<file path="config.mk">
export PLATFORM = sky130hd
export DESIGN_NAME = bus_arbiter4
export DESIGN_NICKNAME = d
export VERILOG_FILES = /design/src/rtl/bus_arbiter4.sv
export SDC_FILE = /design/constraint.sdc
export NUM_CORES = 1
export LEC_CHECK = 0
export CAP_MARGIN = 0
export CORE_UTILIZATION = 46
export CTS_CLUSTER_SIZE = 16
export DETAILED_ROUTE_END_ITERATION = 12
export GPL_ROUTABILITY_DRIVEN = 0
export PLACE_DENSITY = 0.74
export REMOVE_ABC_BUFFERS = 1
export SYNTH_ARGS = -nofsm -noshare
export SYNTH_HDL_FRONTEND = slang
export SYNTH_SLANG_ARGS = --single-unit
</file>
<file path="constraint.sdc">
create_clock -name CLK -period 3.6 [get_ports CLK]
set_input_delay 0.9 -clock CLK [delete_from_list [all_inputs] [get_ports CLK]]
set_output_delay 0.9 -clock CLK [all_outputs]
set_load 0.005 [all_outputs]
</file>
<file path="src/rtl/bus_arbiter4.sv">
// Four-way round-robin arbiter for a shared 32-bit datapath. It drives the mux select
// and one-hot grants, and bounds how long one owner holds the grant while others wait.
module bus_arbiter4 #(
    parameter int MAX_HOLD = 16,
    parameter int CNT_W    = 8
) (
    input  logic       CLK,
    input  logic       RST,
    input  logic [3:0] REQ,
    output logic [3:0] GNT,
    output logic [1:0] S,
    output logic       BUSY
);

    typedef enum logic {ST_IDLE, ST_OWN} state_t;

    localparam logic [CNT_W-1:0] LP_MAX = CNT_W'(MAX_HOLD);

    state_t           r_state, w_state_nxt;
    logic [3:0]       r_gnt, w_gnt_nxt;
    logic [1:0]       r_s, w_s_nxt;
    logic [1:0]       r_ptr, w_ptr_nxt;
    logic [CNT_W-1:0] r_cnt, w_cnt_nxt;
    logic             r_busy;
    logic [3:0]       w_others;
    logic [1:0]       w_win_all;
    logic [1:0]       w_win_oth;

    // First set request after p, in the order p+1 .. p+4 (mod 4).
    function automatic logic [1:0] f_scan(input logic [1:0] p, input logic [3:0] req);
        logic [1:0] idx;
        logic [1:0] win;
        logic       found;
        win   = '0;
        found = 1'b0;
        for (int unsigned i = 1; i <= 4; i++) begin
            idx = p + 2'(i);
            if (!found && req[idx]) begin
                win   = idx;
                found = 1'b1;
            end
        end
        return win;
    endfunction

    // While owning, PTR always equals the owner's index.
    assign w_others  = REQ & ~(4'b0001 << r_ptr);
    assign w_win_all = f_scan(r_ptr, REQ);
    assign w_win_oth = f_scan(r_ptr, w_others);

    always_comb begin
        w_state_nxt = r_state;
        w_gnt_nxt   = r_gnt;
        w_s_nxt     = r_s;
        w_ptr_nxt   = r_ptr;
        w_cnt_nxt   = r_cnt;
        case (r_state)
            ST_IDLE: begin
                w_gnt_nxt = '0;
                if (REQ != 4'b0000) begin
                    w_state_nxt = ST_OWN;
                    w_gnt_nxt   = 4'b0001 << w_win_all;
                    w_s_nxt     = w_win_all;
                    w_ptr_nxt   = w_win_all;
                    w_cnt_nxt   = CNT_W'(1);
                end
            end
            ST_OWN: begin
                if (!REQ[r_ptr]) begin
                    if (REQ != 4'b0000) begin
                        w_gnt_nxt = 4'b0001 << w_win_all;
                        w_s_nxt   = w_win_all;
                        w_ptr_nxt = w_win_all;
                        w_cnt_nxt = CNT_W'(1);
                    end else begin
                        w_state_nxt = ST_IDLE;
                        w_gnt_nxt   = '0;
                    end
                end else if (r_cnt != LP_MAX) begin
                    w_cnt_nxt = r_cnt + CNT_W'(1);
                end else if (w_others != 4'b0000) begin
                    w_gnt_nxt = 4'b0001 << w_win_oth;
                    w_s_nxt   = w_win_oth;
                    w_ptr_nxt = w_win_oth;
                    w_cnt_nxt = CNT_W'(1);
                end
            end
            default: begin
                w_state_nxt = ST_IDLE;
                w_gnt_nxt   = '0;
            end
        endcase
    end

    always_ff @(posedge CLK) begin
        if (RST) begin
            r_state <= ST_IDLE;
            r_gnt   <= '0;
            r_s     <= '0;
            r_ptr   <= 2'b11;
            r_cnt   <= '0;
            r_busy  <= 1'b0;
        end else begin
            r_state <= w_state_nxt;
            r_gnt   <= w_gnt_nxt;
            r_s     <= w_s_nxt;
            r_ptr   <= w_ptr_nxt;
            r_cnt   <= w_cnt_nxt;
            r_busy  <= (w_state_nxt == ST_OWN);
        end
    end

    assign GNT  = r_gnt;
    assign S    = r_s;
    assign BUSY = r_busy;

endmodule

</file>
### Word-level counts from Yosys, hierarchy flattened

Index checks and enable logic that the tools add are counted.

* reductions and logical operators: 15
* multiplexer cells: 51
* bitwise logic cells: 3
* multipliers: 0
* magnitude comparators: 4
* add/subtract/negate cells: 4
* equal/unequal tests: 4
* divide/modulo/power cells: 0
* shift operators: 3

Operator list (number)
* $mux 8: 4
* $mux 2: 14
* $bmux 1 s2: 8
* $mux 1: 16
* $mux 4: 4
* $pmux 8 s2: 1
* $lt 2x3->1 const B: 4
* $shl 1x2->4 const A: 3
* $add 8x1->8 const B: 1
* $ne 8x5->1 const B: 1
* $pmux 2 s2: 2
* $pmux 4 s2: 1
* $reduce_bool 4->1: 2
* $logic_and 1x1->1: 6
* $logic_not 1->1: 6
* $add 2x2->2 const B: 2
* $and 4x4->4: 1
* $ne 4x2->1 const B: 1
* $not 4->4: 1
* $ne 3x2->1 const B: 1
* $ne 3x3->1 const B: 1
* $add 2x1->2 const B: 1
* $pmux 1 s2: 1
* $reduce_and 2->1: 1
* $not 1->1: 1

* latch bits: 0
* register bits: 17
* bits in read-only memories: 0
* RAM bits: 0
* memories kept: 0

### Longest topological paths before layout

* word-level depth: 20
* mapped depth: 11
* gate-level depth less buffers: 8

### Worst setup path after synthesis

Ideal clock, no wire load.

* kind: flip-flop to flip-flop
* start: register r_ptr[0]
* end: register r_gnt[2] (netlist: GNT[2])
* stages on the path, launching flop included: 12
* period minus slack after synthesis: 2.530 ns
* slack: 1.070 ns
* data arrival time: 2.403 ns
* data required time: 3.473 ns
* cells stage by stage: dfxtp_1 buf_2 inv_2 ha_1 buf_2 buf_2 nor3b_1 a211o_1 a311oi_1 o31ai_2 a221oi_1 nor3_2

* cells in the longest elaborated chain, start to end: 20

Ends and longest elaborated chain
* from (decl): line 22 `logic [1:0] r_ptr, w_ptr_nxt;`
* from (signal assigned): line 107 `r_ptr <= w_ptr_nxt;`
* parallel branches: the longest is 20 deep, another holds $add 2x1->2
* to (signal assigned): line 105 `r_gnt <= w_gnt_nxt;`
* to (decl): line 20 `logic [3:0] r_gnt, w_gnt_nxt;`

Several ways; the timed one is not identified. The select of a mux whose other input is x is not followed.
A chain may end at the register's enable or synchronous reset.

### Worst setup path in the final report

* start: input REQ[3]
* end: register r_gnt[2] (netlist: GNT[2])

* cells in the longest elaborated chain, start to end: 18

Ends and longest elaborated chain
* from (decl): line 9 `input logic [3:0] REQ,`
* $and 4x4->4: line 47 `assign w_others = REQ & ~(4'b0001 << r_ptr);`
* $bmux 1 s2: line 38 `if (!found && req[idx]) begin`
* $mux 1 (implied by the code): line 38
* $mux 1: line 38
* $logic_not 1->1: line 38
* $logic_and 1x1->1: line 38
* $mux 1: line 38
* $logic_not 1->1: line 38
* (+2 left out)
* $logic_not 1->1: line 38
* $logic_and 1x1->1: line 38
* $mux 2: line 38
* $shl 1x2->4: line 82 `w_gnt_nxt = 4'b0001 << w_win_oth;`
* $mux 4: line 81 `end else if (w_others != 4'b0000) begin`
* $mux 4: line 79 `end else if (r_cnt != LP_MAX) begin`
* $mux 4: line 69 `if (!REQ[r_ptr]) begin`
* $pmux 4 s2: line 57 `case (r_state)`

Several ways; a longest one is shown, not always the timed one. The select of a mux whose other input is x is not followed.

==> results.ini <==
[worst_setup_path]
crit_chain = clkdlybuf4s50_1 -> nand2b_1 -> mux4_2 -> a311oi_1 -> o31ai_2 -> a221oi_1 -> nor3_2
worstPathArrival_ps = 3120
critPathBufInv = 1
end_kind = flip-flop
cp_slowest_cell = clkdlybuf4s50_1
crit_type = primary input to flip-flop
max_stage_delay_ps = 710
crit_fanout = 13
worstPathRequired_ps = 3770
start_kind = primary input
critical-path-top-delay-family = compound AO/OA/AOI/OAI gates

[grt]
grt-ovfl-total = 0
grt_pass1_vias = 1354
grt_pass1_wl_um = 5960
use_met3 = 0.0462
busiest_layer = met2
antenna_found_initial = 0
use_met2 = 0.369
grt_start_max_net_pins = 23
grtUsageTotal = 0.220
met1_usage = 0.288

[floorplan]
initial_core_util = 0.485
die_width_um = 58.8
row_count = 20
die_h_um = 58.8
ios = 13
core-area_um2 = 3050
die_area_um2 = 3450

[power]
power.internal_uw = 540
power.share.switching = 0.440
p_switching_uw = 425
seqPwrFrac = 0.249
clockPowerShare = 0.107
peakVddDrop_mv = 0.196
powerDensity_nw_per_um2 = 572
comb_power_share = 0.644
p_leak_nw = 0.634

[clock_network]
cts_buffers = 3
cts_tree = done
cts_hold_buf = 0
cts_resized = 0
cts_sinks = 17
post_cts_buffers = 0
h-tree-depth = 1
clock_latency_ps = 290
clk_path_buf_depth = 2
clkTransAtPathRegs_ps = 110
cts-root-buf = clkbuf_4

[drt]
viasPerCell = 5.91
ant_nets = 0
wl_per_cell_um = 14.0
vias = 1436
drt-initial-drc-count = 54
drc_errors = 0
wl_um = 3410
first_pass_iters = 4

[layout]
fin_area_um2 = 1690
fin_util = 0.552
multiInputGateArea_um2 = 1060
drive_gt1_frac = 0.131
syn_to_final_growth_pct = 13.9
fill_cells = 304
ff_latch_area_um2 = 340
n_antenna_cell = 0
fin_nets = 212

[logic_synthesis]
ys_types = 53
syn-instance-count = 187
netlist_area_um2 = 1480
synth_edf_count = 0
synth_top_cell_by_area = dfxtp_1
async_reset_ff_frac = 0
synthTopCellsByCount = 25 x nor2_1, 17 x dfxtp_1, 15 x a21oi_1
yosysWarnings = 0
yosys.area.top_type_share = 0.230
ys_top_cells_by_area = dfxtp_1 23%, nor2_1 6.3%, a21oi_1 5.1%, ha_1 5.1%, mux4_2 4.6%
yosysMostFrequentCell = nor2_1
synth_top_flop_cell = dfxtp_1
ys_seq_elements = 17
avgSynthCellArea_um2 = 7.92
ys_seq_area_frac = 0.230

[timing]
period_share = 0.820
whs_ps = 462
finalCriticalPeriod_ps = 2950
tightest_slew_ps = 616
setup_violations = 0
hold_viol_final = 0
setup_tns_ps = 0
slew_viol_final = 0
max_freq_mhz = 339
slew_headroom = 0.588
skew_ps = 9.02
rsz0062_at_grt = no

[placed_design]
hpwl_um = 2550
port_buffers = 12
placed_area_um2 = 1660

[status]
status = finished, final reports clean

[flow_run]
drv_cap = 0

[min_path]
hold_path.class = flip-flop to flip-flop

through the flow:
step / power, mW / instances / setup WS, ps
6_report: 0.965 / 243 / 648
5_1_grt: 1.05 / 243 / 519
4_1_cts: 0.964 / 243 / 661
3_5_place_dp: 0.858 / 239 / 344
3_3_place_gp: 0.841 / 239 / 422
2_1_floorplan: 0.684 / 175 / 760
logic make-up (layout without fill, tap and decap cells):
family	count (synthesis)	after routing	synth area share
mux	8	8	0.0819
compound gates	49	49	0.248
buf+inv	17	29	0.0515
flops	17	17	0.230
fa+ha+maj	6	6	0.0507
simple gates	90	90	0.338
registers in the layout, summed over array words and instances (netlist names):
name	cells
r_cnt	8
GNT	4
S	2
r_ptr	2
BUSY	1
layout make-up:
class,count,share of cell area
tap,44,0.0326
multi-input combinational,153,0.631
timing repair buffer,20,0.107
sequential,17,0.202
inverter,5,0.0111
clock buffer,3,0.0134
clock inverter,1,0.00297
per-layer routing:
layer | vias to the layer above | share of wire
li1 | 718 | -
met1 | 681 | 0.46
met2 | 35 | 0.49
met3 | 2 | 0.040
met4 | 0 | 0.0094
met5 | - | 0
worst register-to-register path: cells and delay by family, from the launching register on:
kind / cells / cell delay [ps]
AO/OA/AOI/OAI: 3 / 980
adder cells (fa/ha/maj): 1 / 640
buffers and inverters: 1 / 110
flip-flops: 1 / 360
multiplexers: 1 / 430
AND/OR/NAND/NOR: 2 / 190
placed cells by master, fill, tap and decap left out, types with 2 or more instances in the layout:
cell type,Yosys,routed
ha_1,6,6
nor2b_1,2,2
a211o_1,3,3
nor4b_1,2,2
nand2b_1,6,6
and3_1,4,4
mux2i_1,2,2
nand2_1,12,12
nand3_1,7,7
dfxtp_1,17,17
a21oi_1,15,15
nor3b_1,4,4
a221oi_1,3,3
buf_4,0,8
clkbuf_4,0,3
a311oi_2,2,2
a31oi_1,2,2
and2_1,4,4
inv_1,4,4
nor3_2,2,2
mux2_1,2,2
nand3b_1,7,7
o21a_1,2,2
clkdlybuf4s50_1,0,12
o21ai_0,6,6
o31ai_1,2,2
nor2_1,25,25
nor3_1,5,5
or3b_1,3,3
mux4_2,3,3
power by group through the flow:
| stage | combinational, mW | sequential, mW | clock (mW) |
|---|---|---|---|
| after global placement | 0.598 | 0.244 | 0 |
| final | 0.621 | 0.240 | 0.103 |
| after CTS | 0.615 | 0.241 | 0.108 |
| after global routing | 0.685 | 0.244 | 0.118 |
| after floorplan | 0.413 | 0.271 | 0 |
| after detailed placement | 0.613 | 0.245 | 0 |
worst paths after layout:
kind             from        to  slack, ps  depth (start not counted)
min          r_cnt[7]  r_cnt[7]        460                          1
max            REQ[3]    GNT[2]        650                          7
min reg2reg  r_cnt[7]  r_cnt[7]        460                          1
max reg2reg  r_ptr[0]    GNT[2]        780                          8
Note: power is estimated with default switching activity, not from simulation.
